--- config.mk ---
export PLATFORM = sky130hd
export DESIGN_NAME = cpu_id_stage_flat
export DESIGN_NICKNAME = d
export VERILOG_FILES = /design/src/rtl/cpu_id_stage_pkg.sv /design/src/rtl/cpu_id_stage_if.sv /design/src/rtl/cpu_id_fwd.sv /design/src/rtl/cpu_id_stage.sv /design/src/flat_wrapper.sv
export SDC_FILE = /design/constraint.sdc
export NUM_CORES = 1
export LEC_CHECK = 0
export BUFFER_PORTS_ARGS = -buffer_cell sky130_fd_sc_hd__buf_2
export CORE_AREA = 2 2 157 159
export CTS_CLUSTER_DIAMETER = 60
export DETAILED_ROUTE_END_ITERATION = 12
export DIE_AREA = 0 0 159 161
export PLACE_DENSITY = 0.8
export SYNTH_ARGS = -nofsm -noshare
export SYNTH_HDL_FRONTEND = slang
export SYNTH_SLANG_ARGS = --single-unit
--- constraint.sdc ---
create_clock -name clk -period 2.17 [get_ports clk]
set_input_delay 0.5425 -clock clk [delete_from_list [all_inputs] [get_ports clk]]
set_output_delay 0.5425 -clock clk [all_outputs]
set_load 0.02 [all_outputs]
--- src/rtl/cpu_id_stage_pkg.sv ---
// Shared CPU definitions for the ID stage: instruction field positions, opcodes,
// widths, the ID pipeline register layout and small decode helpers.
package cpu_id_stage_pkg;

  localparam int WORD_W     = 32;
  localparam int REG_ADDR_W = 5;
  localparam int OPCODE_W   = 6;

  localparam int OPCODE_MSB = 31;
  localparam int OPCODE_LSB = 26;
  localparam int RA_MSB     = 25;
  localparam int RA_LSB     = 21;
  localparam int RB_MSB     = 20;
  localparam int RB_LSB     = 16;
  localparam int RC_MSB     = 15;
  localparam int RC_LSB     = 11;
  localparam int IMM_MSB    = 15;
  localparam int IMM_LSB    = 0;

  typedef logic [WORD_W-1:0]     word_t;
  typedef logic [REG_ADDR_W-1:0] reg_addr_t;
  typedef logic [OPCODE_W-1:0]   opcode_t;

  localparam opcode_t OP_LDW = 6'h16;
  localparam opcode_t OP_STW = 6'h17;

  typedef struct packed {
    logic      en;
    word_t     pc;
    word_t     insn;
    opcode_t   opcode;
    word_t     alu_in_0;
    word_t     alu_in_1;
    word_t     st_data;
    reg_addr_t dst_addr;
    logic      gpr_we_n;
    logic      is_load;
  } id_reg_t;

  // Odd opcodes carry an immediate; LDW is the one even-coded exception.
  function automatic logic is_i_form(opcode_t op);
    return op[0] | (op == OP_LDW);
  endfunction

  function automatic word_t sext_imm(logic [IMM_MSB-IMM_LSB:0] imm);
    return {{(WORD_W-16){imm[IMM_MSB-IMM_LSB]}}, imm};
  endfunction

endpackage

--- src/rtl/cpu_id_stage_if.sv ---
// Bundle of IF, GPR, EX/MEM forwarding and ID-output signals around the ID stage.
// The slave modport is the ID stage's view; master is the surrounding pipeline.
interface cpu_id_stage_if;
  import cpu_id_stage_pkg::*;

  word_t     if_pc;
  word_t     if_insn;
  logic      if_en;
  logic      stall;
  logic      flush;

  reg_addr_t gpr_rd_addr_0;
  reg_addr_t gpr_rd_addr_1;
  word_t     gpr_rd_data_0;
  word_t     gpr_rd_data_1;

  logic      ex_en;
  logic      ex_gpr_we_n;
  logic      ex_is_load;
  reg_addr_t ex_dst_addr;
  word_t     ex_fwd_data;

  logic      mem_en;
  logic      mem_gpr_we_n;
  reg_addr_t mem_dst_addr;
  word_t     mem_fwd_data;

  logic      ld_hazard;
  logic      id_en;
  word_t     id_pc;
  word_t     id_insn;
  opcode_t   id_opcode;
  word_t     id_alu_in_0;
  word_t     id_alu_in_1;
  word_t     id_st_data;
  reg_addr_t id_dst_addr;
  logic      id_gpr_we_n;
  logic      id_is_load;

  modport slave (
    input  if_pc, if_insn, if_en, stall, flush,
    output gpr_rd_addr_0, gpr_rd_addr_1,
    input  gpr_rd_data_0, gpr_rd_data_1,
    input  ex_en, ex_gpr_we_n, ex_is_load, ex_dst_addr, ex_fwd_data,
    input  mem_en, mem_gpr_we_n, mem_dst_addr, mem_fwd_data,
    output ld_hazard, id_en, id_pc, id_insn, id_opcode,
    output id_alu_in_0, id_alu_in_1, id_st_data, id_dst_addr, id_gpr_we_n, id_is_load
  );

  modport master (
    output if_pc, if_insn, if_en, stall, flush,
    input  gpr_rd_addr_0, gpr_rd_addr_1,
    output gpr_rd_data_0, gpr_rd_data_1,
    output ex_en, ex_gpr_we_n, ex_is_load, ex_dst_addr, ex_fwd_data,
    output mem_en, mem_gpr_we_n, mem_dst_addr, mem_fwd_data,
    input  ld_hazard, id_en, id_pc, id_insn, id_opcode,
    input  id_alu_in_0, id_alu_in_1, id_st_data, id_dst_addr, id_gpr_we_n, id_is_load
  );

endinterface

--- src/rtl/cpu_id_fwd.sv ---
// Operand forwarding mux for one source register: EX result beats MEM result
// beats the (already write-bypassed) GPR read data.
module cpu_id_fwd
  import cpu_id_stage_pkg::*;
(
  input  reg_addr_t src_addr,
  input  word_t     gpr_data,
  input  logic      ex_en,
  input  logic      ex_gpr_we_n,
  input  reg_addr_t ex_dst_addr,
  input  word_t     ex_fwd_data,
  input  logic      mem_en,
  input  logic      mem_gpr_we_n,
  input  reg_addr_t mem_dst_addr,
  input  word_t     mem_fwd_data,
  output word_t     fwd_data
);

  // r0 is forwarded like any other register; this ISA does not hardwire it.
  always_comb begin
    fwd_data = gpr_data;
    if (ex_en && !ex_gpr_we_n && (ex_dst_addr == src_addr)) begin
      fwd_data = ex_fwd_data;
    end else if (mem_en && !mem_gpr_we_n && (mem_dst_addr == src_addr)) begin
      fwd_data = mem_fwd_data;
    end
  end

endmodule

--- src/rtl/cpu_id_stage.sv ---
// Instruction decode stage: field decode, operand forwarding, load-use hazard
// detection and the ID/EX pipeline register.
module cpu_id_stage
  import cpu_id_stage_pkg::*;
(
  input  logic          clk,
  input  logic          reset,
  cpu_id_stage_if.slave bus
);

  localparam id_reg_t ID_RESET = '{gpr_we_n: 1'b1, default: '0};

  opcode_t             opcode;
  reg_addr_t           ra;
  reg_addr_t           rb;
  reg_addr_t           rc;
  logic [IMM_MSB-IMM_LSB:0] imm;
  logic                i_form;
  logic                uses_rb;
  logic                ld_hazard;
  word_t               fwd_ra;
  word_t               fwd_rb;
  id_reg_t             dec;
  id_reg_t             id_d;
  id_reg_t             id_q;

  assign opcode  = bus.if_insn[OPCODE_MSB:OPCODE_LSB];
  assign ra      = bus.if_insn[RA_MSB:RA_LSB];
  assign rb      = bus.if_insn[RB_MSB:RB_LSB];
  assign rc      = bus.if_insn[RC_MSB:RC_LSB];
  assign imm     = bus.if_insn[IMM_MSB:IMM_LSB];
  assign i_form  = is_i_form(opcode);
  assign uses_rb = ~i_form | (opcode == OP_STW);

  assign bus.gpr_rd_addr_0 = ra;
  assign bus.gpr_rd_addr_1 = rb;

  cpu_id_fwd u_fwd_ra (
    .src_addr     (ra),
    .gpr_data     (bus.gpr_rd_data_0),
    .ex_en        (bus.ex_en),
    .ex_gpr_we_n  (bus.ex_gpr_we_n),
    .ex_dst_addr  (bus.ex_dst_addr),
    .ex_fwd_data  (bus.ex_fwd_data),
    .mem_en       (bus.mem_en),
    .mem_gpr_we_n (bus.mem_gpr_we_n),
    .mem_dst_addr (bus.mem_dst_addr),
    .mem_fwd_data (bus.mem_fwd_data),
    .fwd_data     (fwd_ra)
  );

  cpu_id_fwd u_fwd_rb (
    .src_addr     (rb),
    .gpr_data     (bus.gpr_rd_data_1),
    .ex_en        (bus.ex_en),
    .ex_gpr_we_n  (bus.ex_gpr_we_n),
    .ex_dst_addr  (bus.ex_dst_addr),
    .ex_fwd_data  (bus.ex_fwd_data),
    .mem_en       (bus.mem_en),
    .mem_gpr_we_n (bus.mem_gpr_we_n),
    .mem_dst_addr (bus.mem_dst_addr),
    .mem_fwd_data (bus.mem_fwd_data),
    .fwd_data     (fwd_rb)
  );

  // A load in EX cannot forward in time, so any consumer of its destination must wait.
  assign ld_hazard = bus.if_en & bus.ex_en & bus.ex_is_load & ~bus.ex_gpr_we_n &
                     ((bus.ex_dst_addr == ra) | (uses_rb & (bus.ex_dst_addr == rb)));
  assign bus.ld_hazard = ld_hazard;

  always_comb begin
    dec          = ID_RESET;
    dec.en       = bus.if_en;
    dec.pc       = bus.if_pc;
    dec.insn     = bus.if_insn;
    dec.opcode   = opcode;
    dec.alu_in_0 = fwd_ra;
    dec.alu_in_1 = i_form ? sext_imm(imm) : fwd_rb;
    dec.st_data  = fwd_rb;
    dec.dst_addr = i_form ? rb : rc;
    dec.gpr_we_n = ~bus.if_en | (opcode == OP_STW);
    dec.is_load  = (opcode == OP_LDW);
  end

  always_comb begin
    id_d = id_q;
    if (bus.flush) begin
      id_d.en       = 1'b0;
      id_d.gpr_we_n = 1'b1;
    end else if (!bus.stall) begin
      if (ld_hazard) begin
        id_d.en       = 1'b0;
        id_d.gpr_we_n = 1'b1;
        id_d.is_load  = 1'b0;
      end else begin
        id_d = dec;
      end
    end
  end

  always_ff @(posedge clk) begin
    if (reset) begin
      id_q <= ID_RESET;
    end else begin
      id_q <= id_d;
    end
  end

  assign bus.id_en       = id_q.en;
  assign bus.id_pc       = id_q.pc;
  assign bus.id_insn     = id_q.insn;
  assign bus.id_opcode   = id_q.opcode;
  assign bus.id_alu_in_0 = id_q.alu_in_0;
  assign bus.id_alu_in_1 = id_q.alu_in_1;
  assign bus.id_st_data  = id_q.st_data;
  assign bus.id_dst_addr = id_q.dst_addr;
  assign bus.id_gpr_we_n = id_q.gpr_we_n;
  assign bus.id_is_load  = id_q.is_load;

endmodule

--- src/flat_wrapper.sv ---
// flat-port wrapper written by rule: the top's interface ports become plain ports
module cpu_id_stage_flat import cpu_id_stage_pkg::*;
  (clk, reset, bus_if_pc, bus_if_insn, bus_if_en, bus_stall, bus_flush, bus_gpr_rd_addr_0, bus_gpr_rd_addr_1, bus_gpr_rd_data_0, bus_gpr_rd_data_1, bus_ex_en, bus_ex_gpr_we_n, bus_ex_is_load, bus_ex_dst_addr, bus_ex_fwd_data, bus_mem_en, bus_mem_gpr_we_n, bus_mem_dst_addr, bus_mem_fwd_data, bus_ld_hazard, bus_id_en, bus_id_pc, bus_id_insn, bus_id_opcode, bus_id_alu_in_0, bus_id_alu_in_1, bus_id_st_data, bus_id_dst_addr, bus_id_gpr_we_n, bus_id_is_load);
  cpu_id_stage_if bus_i ();
  input  logic clk;
  input  logic reset;
  input wire logic [$bits(bus_i.if_pc)-1:0] bus_if_pc;
  input wire logic [$bits(bus_i.if_insn)-1:0] bus_if_insn;
  input wire logic [$bits(bus_i.if_en)-1:0] bus_if_en;
  input wire logic [$bits(bus_i.stall)-1:0] bus_stall;
  input wire logic [$bits(bus_i.flush)-1:0] bus_flush;
  output wire logic [$bits(bus_i.gpr_rd_addr_0)-1:0] bus_gpr_rd_addr_0;
  output wire logic [$bits(bus_i.gpr_rd_addr_1)-1:0] bus_gpr_rd_addr_1;
  input wire logic [$bits(bus_i.gpr_rd_data_0)-1:0] bus_gpr_rd_data_0;
  input wire logic [$bits(bus_i.gpr_rd_data_1)-1:0] bus_gpr_rd_data_1;
  input wire logic [$bits(bus_i.ex_en)-1:0] bus_ex_en;
  input wire logic [$bits(bus_i.ex_gpr_we_n)-1:0] bus_ex_gpr_we_n;
  input wire logic [$bits(bus_i.ex_is_load)-1:0] bus_ex_is_load;
  input wire logic [$bits(bus_i.ex_dst_addr)-1:0] bus_ex_dst_addr;
  input wire logic [$bits(bus_i.ex_fwd_data)-1:0] bus_ex_fwd_data;
  input wire logic [$bits(bus_i.mem_en)-1:0] bus_mem_en;
  input wire logic [$bits(bus_i.mem_gpr_we_n)-1:0] bus_mem_gpr_we_n;
  input wire logic [$bits(bus_i.mem_dst_addr)-1:0] bus_mem_dst_addr;
  input wire logic [$bits(bus_i.mem_fwd_data)-1:0] bus_mem_fwd_data;
  output wire logic [$bits(bus_i.ld_hazard)-1:0] bus_ld_hazard;
  output wire logic [$bits(bus_i.id_en)-1:0] bus_id_en;
  output wire logic [$bits(bus_i.id_pc)-1:0] bus_id_pc;
  output wire logic [$bits(bus_i.id_insn)-1:0] bus_id_insn;
  output wire logic [$bits(bus_i.id_opcode)-1:0] bus_id_opcode;
  output wire logic [$bits(bus_i.id_alu_in_0)-1:0] bus_id_alu_in_0;
  output wire logic [$bits(bus_i.id_alu_in_1)-1:0] bus_id_alu_in_1;
  output wire logic [$bits(bus_i.id_st_data)-1:0] bus_id_st_data;
  output wire logic [$bits(bus_i.id_dst_addr)-1:0] bus_id_dst_addr;
  output wire logic [$bits(bus_i.id_gpr_we_n)-1:0] bus_id_gpr_we_n;
  output wire logic [$bits(bus_i.id_is_load)-1:0] bus_id_is_load;
  assign bus_i.if_pc = bus_if_pc;
  assign bus_i.if_insn = bus_if_insn;
  assign bus_i.if_en = bus_if_en;
  assign bus_i.stall = bus_stall;
  assign bus_i.flush = bus_flush;
  assign bus_gpr_rd_addr_0 = bus_i.gpr_rd_addr_0;
  assign bus_gpr_rd_addr_1 = bus_i.gpr_rd_addr_1;
  assign bus_i.gpr_rd_data_0 = bus_gpr_rd_data_0;
  assign bus_i.gpr_rd_data_1 = bus_gpr_rd_data_1;
  assign bus_i.ex_en = bus_ex_en;
  assign bus_i.ex_gpr_we_n = bus_ex_gpr_we_n;
  assign bus_i.ex_is_load = bus_ex_is_load;
  assign bus_i.ex_dst_addr = bus_ex_dst_addr;
  assign bus_i.ex_fwd_data = bus_ex_fwd_data;
  assign bus_i.mem_en = bus_mem_en;
  assign bus_i.mem_gpr_we_n = bus_mem_gpr_we_n;
  assign bus_i.mem_dst_addr = bus_mem_dst_addr;
  assign bus_i.mem_fwd_data = bus_mem_fwd_data;
  assign bus_ld_hazard = bus_i.ld_hazard;
  assign bus_id_en = bus_i.id_en;
  assign bus_id_pc = bus_i.id_pc;
  assign bus_id_insn = bus_i.id_insn;
  assign bus_id_opcode = bus_i.id_opcode;
  assign bus_id_alu_in_0 = bus_i.id_alu_in_0;
  assign bus_id_alu_in_1 = bus_i.id_alu_in_1;
  assign bus_id_st_data = bus_i.id_st_data;
  assign bus_id_dst_addr = bus_i.id_dst_addr;
  assign bus_id_gpr_we_n = bus_i.id_gpr_we_n;
  assign bus_id_is_load = bus_i.id_is_load;
  cpu_id_stage u_core (.clk(clk), .reset(reset), .bus(bus_i));
endmodule
==> impl_metrics.py, run 1 <==
metrics = {
    "worst_setup_path": {
        "cp_cell_sequence": "buf_6 -> and4bb_2 -> buf_6 -> a21o_4 -> a211oi_2 -> a21oi_1 -> nor2_2 -> buf_6",
        "worstSetupStartpointType": "input port",
        "cp.required_ns": 1.63,
        "max_stage_delay_ns": 0.26,
        "critPathMostFrequentCell": "buf_6",
        "path_max_fanout": 2,
        "critPathKind": "in2out",
        "crit_buf_inv": 3,
        "critPathArrivalTime_ns": 1.77,
        "cp-end-kind": "output pin",
        "cp_top_family": "compound AO/OA/AOI/OAI gates",
        "crit_slowest_cell": "and4bb_2",
    },
    "final_layout": {
        "final_cells": 1806,
        "post-route-util": 0.562,
        "drive_gt1_frac": 0.451,
        "area_delta_synth_final_pct": 47.0,
        "nFillCells": 2172,
        "antenna_cells": 0,
        "layout_commonest_cell": "buf_2",
        "layout_common_cells": "buf_2 (390), dfxtp_1 (168), o31ai_1 (123)",
        "final_area_um2": 13500,
        "final_nets": 1681,
    },
    "floorplanning": {
        "initial_core_util": 0.382,
        "fp-row-count": 57,
        "die_width_um": 159,
        "die-area_um2": 25600,
        "ioPinCount": 397,
        "core_um2": 24000,
        "die_height_um": 161,
    },
    "grt": {
        "antenna_found_initial": 2,
        "overflow": 0,
        "grt_pass1_wl_um": 60500,
        "first_global_vias": 10600,
        "grtUsageTotal": 0.294,
        "grt_max_degree": 87,
    },
    "clocking": {
        "clk_pin_slew_worst_paths_ns": 0.08,
        "clk_latency_ns": 0.42,
        "root_buffer": "clkbuf_16",
        "clock_sinks": 168,
        "cts.htree.levels": 4,
        "cts_hold_buf": 0,
        "clk_path_buf_depth": 2,
        "cts_tree": "done",
        "numCtsBuffers": 17,
    },
    "logic_synthesis": {
        "syn_inst": 1076,
        "synthFlopType": "dfxtp_1",
        "avgSynthCellArea_um2": 8.52,
        "ys_seq_area_frac": 0.367,
        "synth_nets": 1288,
        "synth_seq_cells": 168,
        "ys_warn_count": 0,
        "ys_types": 48,
        "synthArstFlopShare": 0,
        "syn_area_um2": 9170,
        "synth_edf_count": 0,
    },
    "drt": {
        "drc": 0,
        "initialDrtViolationCount": 1442,
        "wl_per_cell_um": 22.8,
        "drtAntennaViolNets": 0,
        "num_vias": 11500,
        "dr.pass1.iters": 8,
        "wirelength_um": 41300,
        "viasPerCell": 6.36,
    },
    "place": {
        "place.gp.congestion": 0.939,
        "dpl-instance-area_um2": 12300,
        "post-place-cells": 1757,
        "pre_cts_ws_ns": -0.352,
        "dp_hpwl_um": 28400,
        "numPortBuffers": 396,
    },
    "sta": {
        "setup_viol": 39,
        "layout_min_cycle_time_ns": 2.31,
        "drv_slew": 0,
        "finClkSkew_ns": 0,
        "worst_slew_pin_slew_ns": 0.552,
        "finalCritPeriodShare": 1.06,
        "fin_ws_ns": -0.139,
        "maxSlewHeadroom": 0.632,
        "max_freq_mhz": 433,
        "hold_viol_final": 0,
        "rsz0062_at_grt": "yes",
    },
    "power": {
        "p_per_area_nw_per_um2": 613,
        "totalPowerFinal_mw": 8.26,
        "p_leak_nw": 5.76,
        "vdd_drop_max_mv": 0.414,
    },
    "run_status": {
        "status": "complete, but fails checks",
        "failed_checks": "setup timing",
    },
    "flow_run": {
        "cap_violations": 0,
    },
    "min_path": {
        "hp-class": "in2reg",
    },
}
metrics by stage:
stage               hold WS (ns)  TNS (ns)
floorplan                  0.530    -0.406
global placement           0.443    -33.16
detailed placement         0.458    -42.98
CTS                        0.343    -0.103
global route               0.340     -3.07
finish                     0.356     -1.34
cells by family (layout without fill, tap and decap cells):
| logic type | Yosys count | in the layout | synth area share |
|---|---|---|---|
| multiplexers | 5 | 5 | 0.00546 |
| XOR/XNOR | 20 | 20 | 0.0191 |
| buffers and inverters | 167 | 573 | 0.0812 |
| AND/OR/NAND/NOR | 246 | 246 | 0.155 |
| AO/OA/AOI/OAI | 470 | 470 | 0.372 |
| flip-flops | 168 | 168 | 0.367 |
Yosys cell counts (2+ instances only):
library cell    n  area [um2]
a211oi_1       38         285
a21boi_0       16         120
a21oi_1        68         340
a311oi_1       15         131
a31o_2         17         149
a31oi_1        37         231
a32o_1          2        20.0
and2_1          2        12.5
and3_1         48         300
buf_1          10        37.5
buf_2          41         205
buf_4          17         128
clkbuf_1       96         360
clkbuf_2        2        10.0
dfxtp_1       168        3360
mux2i_1         5        50.1
nand2_1        21        78.8
nand3_1        21         105
nand3_2         2        20.0
nand3b_1        2        15.0
nand4_1        66         413
nor2_1          7        26.3
nor2b_1         3        18.8
nor3_1         50         250
o211ai_1        2        15.0
o21ai_0        39         195
o21ai_1        13        65.1
o221a_2        16         180
o311ai_0       75         657
o311ai_1        2        17.5
o31ai_1       126         946
or3_1          15        93.8
xnor2_1        14         123
xor2_1          6        52.6
worst min-delay path, stage by stage:
cell     delay, ns
buf_6         0.09
nand4_1       0.06
a21oi_1       0.06
metal layers:
layer,vias to the layer above,GRT usage,wire [um],part of all wire
li1,5122,-,-,-
met5,-,0,13,0.00032
met3,134,0.0660,3910,0.095
met1,5448,0.380,16400,0.40
met2,789,0.480,19300,0.47
met4,2,0.117,1640,0.040
power by group:
part	leakage, nW	internal, mW	total [mW]	switching (mW)
Sequential	1.38	3.25	3.34	0.0967
Clock	0.289	1.56	3.14	1.58
Combinational	4.10	0.727	1.78	1.05
what timing repair did:
action	in CTS	in global routing
pin swaps	7	10
setup endpoints to repair	1	43
setup buffers	3	8
gates resized for setup	13	58
gates cloned	0	6
layout make-up:
class	count	area (um2)	share of cell area
clock buffer	17	425	0.0316
multi-input combinational	741	5430	0.403
timing repair buffer	540	3670	0.272
tap	324	405	0.0301
inverter	1	3.75	0.000279
sequential	168	3360	0.250
clock inverter	15	175	0.0130
final timing paths:
path	startpoint	to	slack [ns]	depth (start not counted)
worst min register to register	u_core.bus.id_insn[5]$_SDFFE_PP0P_	u_core.bus.id_insn[5]$_SDFFE_PP0P_	0.47	2
worst max register to register	u_core.bus.id_alu_in_1[13]$_SDFFE_PP0P_	u_core.bus.id_alu_in_1[13]$_SDFFE_PP0P_	1.39	2
worst max-delay path	bus_if_insn[27]	bus_ld_hazard	-0.14	8
worst min-delay path	bus_if_insn[27]	u_core.bus.id_opcode[1]$_SDFFE_PP0P_	0.36	3
state kept, by name, summed over array words and instances, names as in the netlist:
register and cells:
u_core.bus.id_pc 32, u_core.bus.id_opcode 6, u_core.bus.id_en 1, u_core.bus.id_gpr_we_n 1
u_core.bus.id_is_load 1, u_core.bus.id_insn 26, u_core.bus.id_alu_in_1 32, u_core.bus.id_st_data 32
u_core.bus.id_alu_in_0 32, u_core.bus.id_dst_addr 5
Power figures use the tool's default switching activity.
==> inputs of run 2 (changes only) <==
BUFFER_PORTS_ARGS = default   (was -buffer_cell sky130_fd_sc_hd__buf_2)
DONT_BUFFER_PORTS = 1   (was default)
PLACE_DENSITY = 0.66   (was 0.8)
clock period = 1.9 ns   (was 2.17 ns; I/O delays follow)
==> run 2 against run 1 <==
The run still ends with setup timing left. Combinational power is 32% lower. Core utilization down 6.5 points. Worst setup slack better by 0.037 ns. Largest cell class unchanged.
==> impl_metrics.py, run 2 (synthesis gave the netlist of run 1 again) <==
metrics = {
    "drt": {
        "dr.pass1.iters": 8,
        "drtAntennaViolNets": 0,
        "wirelength_um": 40400,
        "viasPerCell": 7.01,
        "initialDrtViolationCount": 1126,
        "drc": 0,
        "num_vias": 9814,
        "wl_per_cell_um": 28.8,
    },
    "sta": {
        "holdWs_ns": 0.109,
        "finalCritPeriodShare": 1.05,
        "worst_slew_pin_slew_ns": 0.624,
        "finClkSkew_ns": 0,
        "maxSlewHeadroom": 0.579,
        "max_freq_mhz": 500,
        "layout_min_cycle_time_ns": 2.00,
        "setup_viol": 100,
        "drv_slew": 0,
        "fin_ws_ns": -0.102,
        "hold_viol_final": 0,
        "rsz0062_at_grt": "yes",
    },
    "worst_setup_path": {
        "r2r_end": "u_core.bus.id_opcode[3]$_SDFFE_PP0P_",
        "r2r_cells": 2,
        "rrSetupSlack_ns": 0.91,
        "path_max_fanout": 3,
        "worstSetupStartpointType": "input port",
        "cp.required_ns": 1.42,
        "regToRegStartpoint": "u_core.bus.id_opcode[3]$_SDFFE_PP0P_",
        "critPathKind": "in2out",
        "cp-end-kind": "output pin",
        "critPathArrivalTime_ns": 1.53,
    },
    "floorplanning": {
        "die_width_um": 159,
        "ioPinCount": 397,
        "initial_core_util": 0.382,
        "die_height_um": 161,
        "core_um2": 24000,
        "fp-row-count": 57,
        "die-area_um2": 25600,
    },
    "place": {
        "numPortBuffers": 0,
        "dp_hpwl_um": 26100,
        "place.gp.congestion": 0.894,
        "post-place-cells": 1337,
        "dpl-instance-area_um2": 10100,
    },
    "min_path": {
        "hold_end": "u_core.bus.id_pc[1]$_SDFFE_PP0P_",
        "hold_start": "reset",
        "min_path_cells": 1,
        "hp-class": "in2reg",
    },
    "clocking": {
        "clk_path_buf_depth": 2,
        "clk_latency_ns": 0.43,
        "clock_sinks": 168,
        "numCtsBuffers": 17,
        "cts.htree.levels": 4,
        "cts_tree": "done",
        "clk_pin_slew_worst_paths_ns": 0.07,
        "root_buffer": "clkbuf_16",
        "cts_hold_buf": 0,
    },
    "grt": {
        "grt_max_degree": 88,
        "grt_pass1_wl_um": 57000,
        "first_global_vias": 9246,
        "antenna_found_initial": 3,
        "grtUsageTotal": 0.281,
        "overflow": 0,
    },
    "final_layout": {
        "multi_input_comb_area_um2": 5820,
        "area_delta_synth_final_pct": 30.0,
        "drive_gt1_frac": 0.278,
        "layout_commonest_cell": "dfxtp_1",
        "final_nets": 1271,
        "post-route-util": 0.497,
        "layout_common_cells": "dfxtp_1 (168), o31ai_1 (98), buf_4 (75)",
        "seq_area_um2": 3360,
        "nFillCells": 2219,
        "final_area_um2": 11900,
        "final_cells": 1400,
    },
    "power": {
        "p_leak_nw": 4.11,
        "p_per_area_nw_per_um2": 754,
        "vdd_drop_max_mv": 0.509,
    },
    "flow_run": {
        "cap_violations": 0,
    },
    "run_status": {
        "status": "complete, but fails checks",
        "failed_checks": "setup timing",
    },
}
run 2: metal layers:
layer	GRT usage	part of all wire	vias to the layer above
met1	0.341	0.38	4775
met3	0.103	0.11	94
met5	0	0	-
met4	0.0818	0.027	0
li1	-	-	4315
met2	0.467	0.48	630
run 2: worst max path at each step:
stage | start | endpoint | slack, ns
floorplan | bus_if_insn[31] | u_core.bus.id_insn[21]$_SDFFE_PP0P_ | -0.15
global placement | bus_if_insn[31] | u_core.bus.id_alu_in_0[10]$_SDFFE_PP0P_ | -0.29
detailed placement | bus_if_insn[31] | u_core.bus.id_alu_in_1[6]$_SDFFE_PP0P_ | -0.34
CTS | bus_if_insn[29] | bus_ld_hazard | -0.08
global route | bus_if_insn[29] | u_core.bus.id_alu_in_0[6]$_SDFFE_PP0P_ | -0.15
finish | bus_if_insn[29] | bus_ld_hazard | -0.10
run 2: power by group:
| group | internal [mW] | total, mW | switching, mW |
|---|---|---|---|
| Combinational | 0.544 | 1.21 | 0.668 |
| Clock | 1.81 | 3.66 | 1.85 |
| Sequential | 3.71 | 4.11 | 0.405 |
| Total | 6.06 | 8.98 | 2.92 |
run 2: worst max-delay path: stages:
cell,delay (ns)
and4bb_2,0.33
buf_6,0.12
nand3_4,0.09
a211oi_2,0.19
a21oi_1,0.07
nor2_2,0.26
run 2: layout make-up:
| class | instances | area share |
|---|---|---|
| Sequential cell | 168 | 0.282 |
| Timing Repair Buffer | 130 | 0.142 |
| Antenna cell | 4 | 0.000840 |
| Clock inverter | 15 | 0.0163 |
| Inverter | 1 | 0.000315 |
| Multi-Input combinational cell | 741 | 0.488 |
| Clock buffer | 17 | 0.0357 |
| Tap cell | 324 | 0.0340 |
run 2: timing repair:
action | CTS | global route
gates resized for setup | 4 | 125
cloned | 0 | 17
setup buffers | 4 | 7
endpoints found under the setup margin | 1 | 144
pin swaps | 6 | 52
run 2: stage by stage:
stage / worst slack [ns] / setup TNS, ns / total power [mW]
global placement: -0.293 / -43.29 / 5.17
finish: -0.102 / -4.57 / 8.98
floorplan: -0.152 / -19.33 / 4.85
CTS: -0.0830 / -0.0830 / 8.80
detailed placement: -0.344 / -47.80 / 5.19
global route: -0.146 / -11.77 / 9.26
==> inputs of run 3 (changes only) <==
MAX_ROUTING_LAYER = met4   (was default)
PLACE_DENSITY = 0.64   (was 0.66)
clock period = 2.4 ns   (was 1.9 ns; I/O delays follow)
==> run 3 against run 2 <==
Critical path depth unchanged. Core utilization down 6.5 points. Critical path type unchanged. Largest cell class unchanged. The run now ends clean. Non-clock buffer count fell by 63.
==> impl_metrics.py, run 3 (synthesis gave the netlist of run 1 again) <==
metrics = {
    "worst_setup_path": {
        "worstSetupStartpointType": "input port",
        "critPathKind": "in2out",
        "max_stage_delay_ns": 0.31,
        "cp.required_ns": 1.80,
        "cp_cell_sequence": "and4bb_1 -> nand3_2 -> a211oi_2 -> a21oi_1 -> nor2_2 -> buf_4",
        "cp_top_family": "simple AND/OR/NAND/NOR gates",
        "crit_buf_inv": 1,
        "critPathArrivalTime_ns": 1.67,
        "path_max_fanout": 4,
        "crit_slowest_cell": "and4bb_1",
        "cp-end-kind": "output pin",
    },
    "flow_run": {
        "cap_violations": 0,
    },
    "place": {
        "dp_hpwl_um": 25800,
        "pre_cts_ws_ns": -0.0437,
        "place.gp.congestion": 0.896,
        "numPortBuffers": 0,
    },
    "clocking": {
        "root_buffer": "clkbuf_16",
        "clock_sinks": 168,
        "clk_pin_slew_worst_paths_ns": 0.08,
        "cts.htree.levels": 4,
        "cts_hold_buf": 0,
        "cts_tree": "done",
        "numCtsBuffers": 17,
        "clk_latency_ns": 0.44,
        "clk_path_buf_depth": 2,
    },
    "grt": {
        "grtUsageTotal": 0.293,
        "grt_pass1_wl_um": 57300,
        "grt_max_degree": 88,
        "first_global_vias": 9015,
        "overflow": 0,
        "antenna_found_initial": 5,
    },
    "power": {
        "p_leak_nw": 3.45,
        "p_per_area_nw_per_um2": 673,
        "vdd_drop_max_mv": 0.555,
    },
    "sta": {
        "worst_slew_pin_slew_ns": 0.888,
        "maxSlewHeadroom": 0.408,
        "setup_viol": 0,
        "finClkSkew_ns": 0,
        "rsz0062_at_grt": "no",
        "drv_slew": 0,
        "max_freq_mhz": 441,
        "finalCritPeriodShare": 0.946,
        "fin_ws_ns": 0.131,
        "layout_min_cycle_time_ns": 2.27,
        "hold_viol_final": 0,
        "fin_setup_tns_ns": 0,
    },
    "final_layout": {
        "area_delta_synth_final_pct": 12.9,
        "final_nets": 1208,
        "seq_area_um2": 3360,
        "layout_commonest_cell": "dfxtp_1",
        "multi_input_comb_area_um2": 5140,
        "nFillCells": 2431,
        "post-route-util": 0.432,
        "drive_gt1_frac": 0.152,
        "layout_common_cells": "dfxtp_1 (168), o31ai_1 (126), o311ai_0 (75)",
    },
    "drt": {
        "wirelength_um": 38000,
        "initialDrtViolationCount": 1096,
        "drtAntennaViolNets": 0,
        "viasPerCell": 7.05,
        "drc": 0,
        "dr.pass1.iters": 7,
        "num_vias": 9433,
        "wl_per_cell_um": 28.4,
    },
    "floorplanning": {
        "die-area_um2": 25600,
        "initial_core_util": 0.382,
        "ioPinCount": 397,
        "die_height_um": 161,
        "core_um2": 24000,
        "die_width_um": 159,
        "fp-row-count": 57,
    },
    "min_path": {
        "hp-class": "in2reg",
    },
    "run_status": {
        "status": "completed",
    },
}
-- run 3: per-layer routing --
metal | wire length [um] | part of all wire | vias to the layer above | global-route usage
li1 | - | - | 4176 | -
met5 | 0 | 0 | - | -
met3 | 3600 | 0.095 | 72 | 0.0814
met4 | 1170 | 0.031 | 0 | 0.102
met2 | 17800 | 0.47 | 556 | 0.454
met1 | 15400 | 0.40 | 4629 | 0.369
-- run 3: stage by stage --
| step | cells | hold WS, ns | cell area (um2) | power, mW |
|---|---|---|---|---|
| floorplan | 1076 | 0.530 | 9180 | 3.81 |
| global placement | 1301 | 0.552 | 9700 | 4.03 |
| detailed placement | 1301 | 0.558 | 9700 | 4.05 |
| CTS | 1333 | 0.209 | 10300 | 7.00 |
| global route | 1338 | 0.213 | 10300 | 7.20 |
| finish | 1338 | 0.225 | 10300 | 6.97 |
-- run 3: worst register-to-register path, delay by kind of cell (launching register included) --
family / cells / cell delay [ns]
flops: 1 / 0.62
compound gates: 2 / 0.30
-- run 3: final cells by class --
cell class / instances / share of cell area
multi-input combinational: 741 / 0.496
inverter: 1 / 0.000363
sequential: 168 / 0.325
clock inverter: 15 / 0.0204
timing repair buffer: 67 / 0.0764
clock buffer: 17 / 0.0411
tap: 324 / 0.0392
antenna: 5 / 0.00121
-- run 3: final timing paths --
path                                              from                              endpoint  slack (ns)  cells past startpoint
hold reg to reg     u_core.bus.id_is_load$_SDFFE_PP0P_    u_core.bus.id_is_load$_SDFFE_PP0P_        0.57                      2
setup / recovery                       bus_if_insn[29]                         bus_ld_hazard        0.13                      6
hold / removal                                   reset      u_core.bus.id_pc[1]$_SDFFE_PP0P_        0.22                      1
setup reg to reg  u_core.bus.id_opcode[3]$_SDFFE_PP0P_  u_core.bus.id_opcode[3]$_SDFFE_PP0P_        1.42                      2
-- run 3: what timing repair did --
| action | in CTS | in global routing |
|---|---|---|
| gates resized for setup | 0 | 1 |
| setup endpoints to repair | 0 | 1 |
| buffers inserted | 0 | 0 |
-- run 3: power by group --
group          leakage, nW  internal (mW)  switching (mW)
registers             1.38           2.94           0.315
logic                 1.76          0.294           0.443
clock network        0.306           1.46            1.52
total                 3.45           4.69            2.28
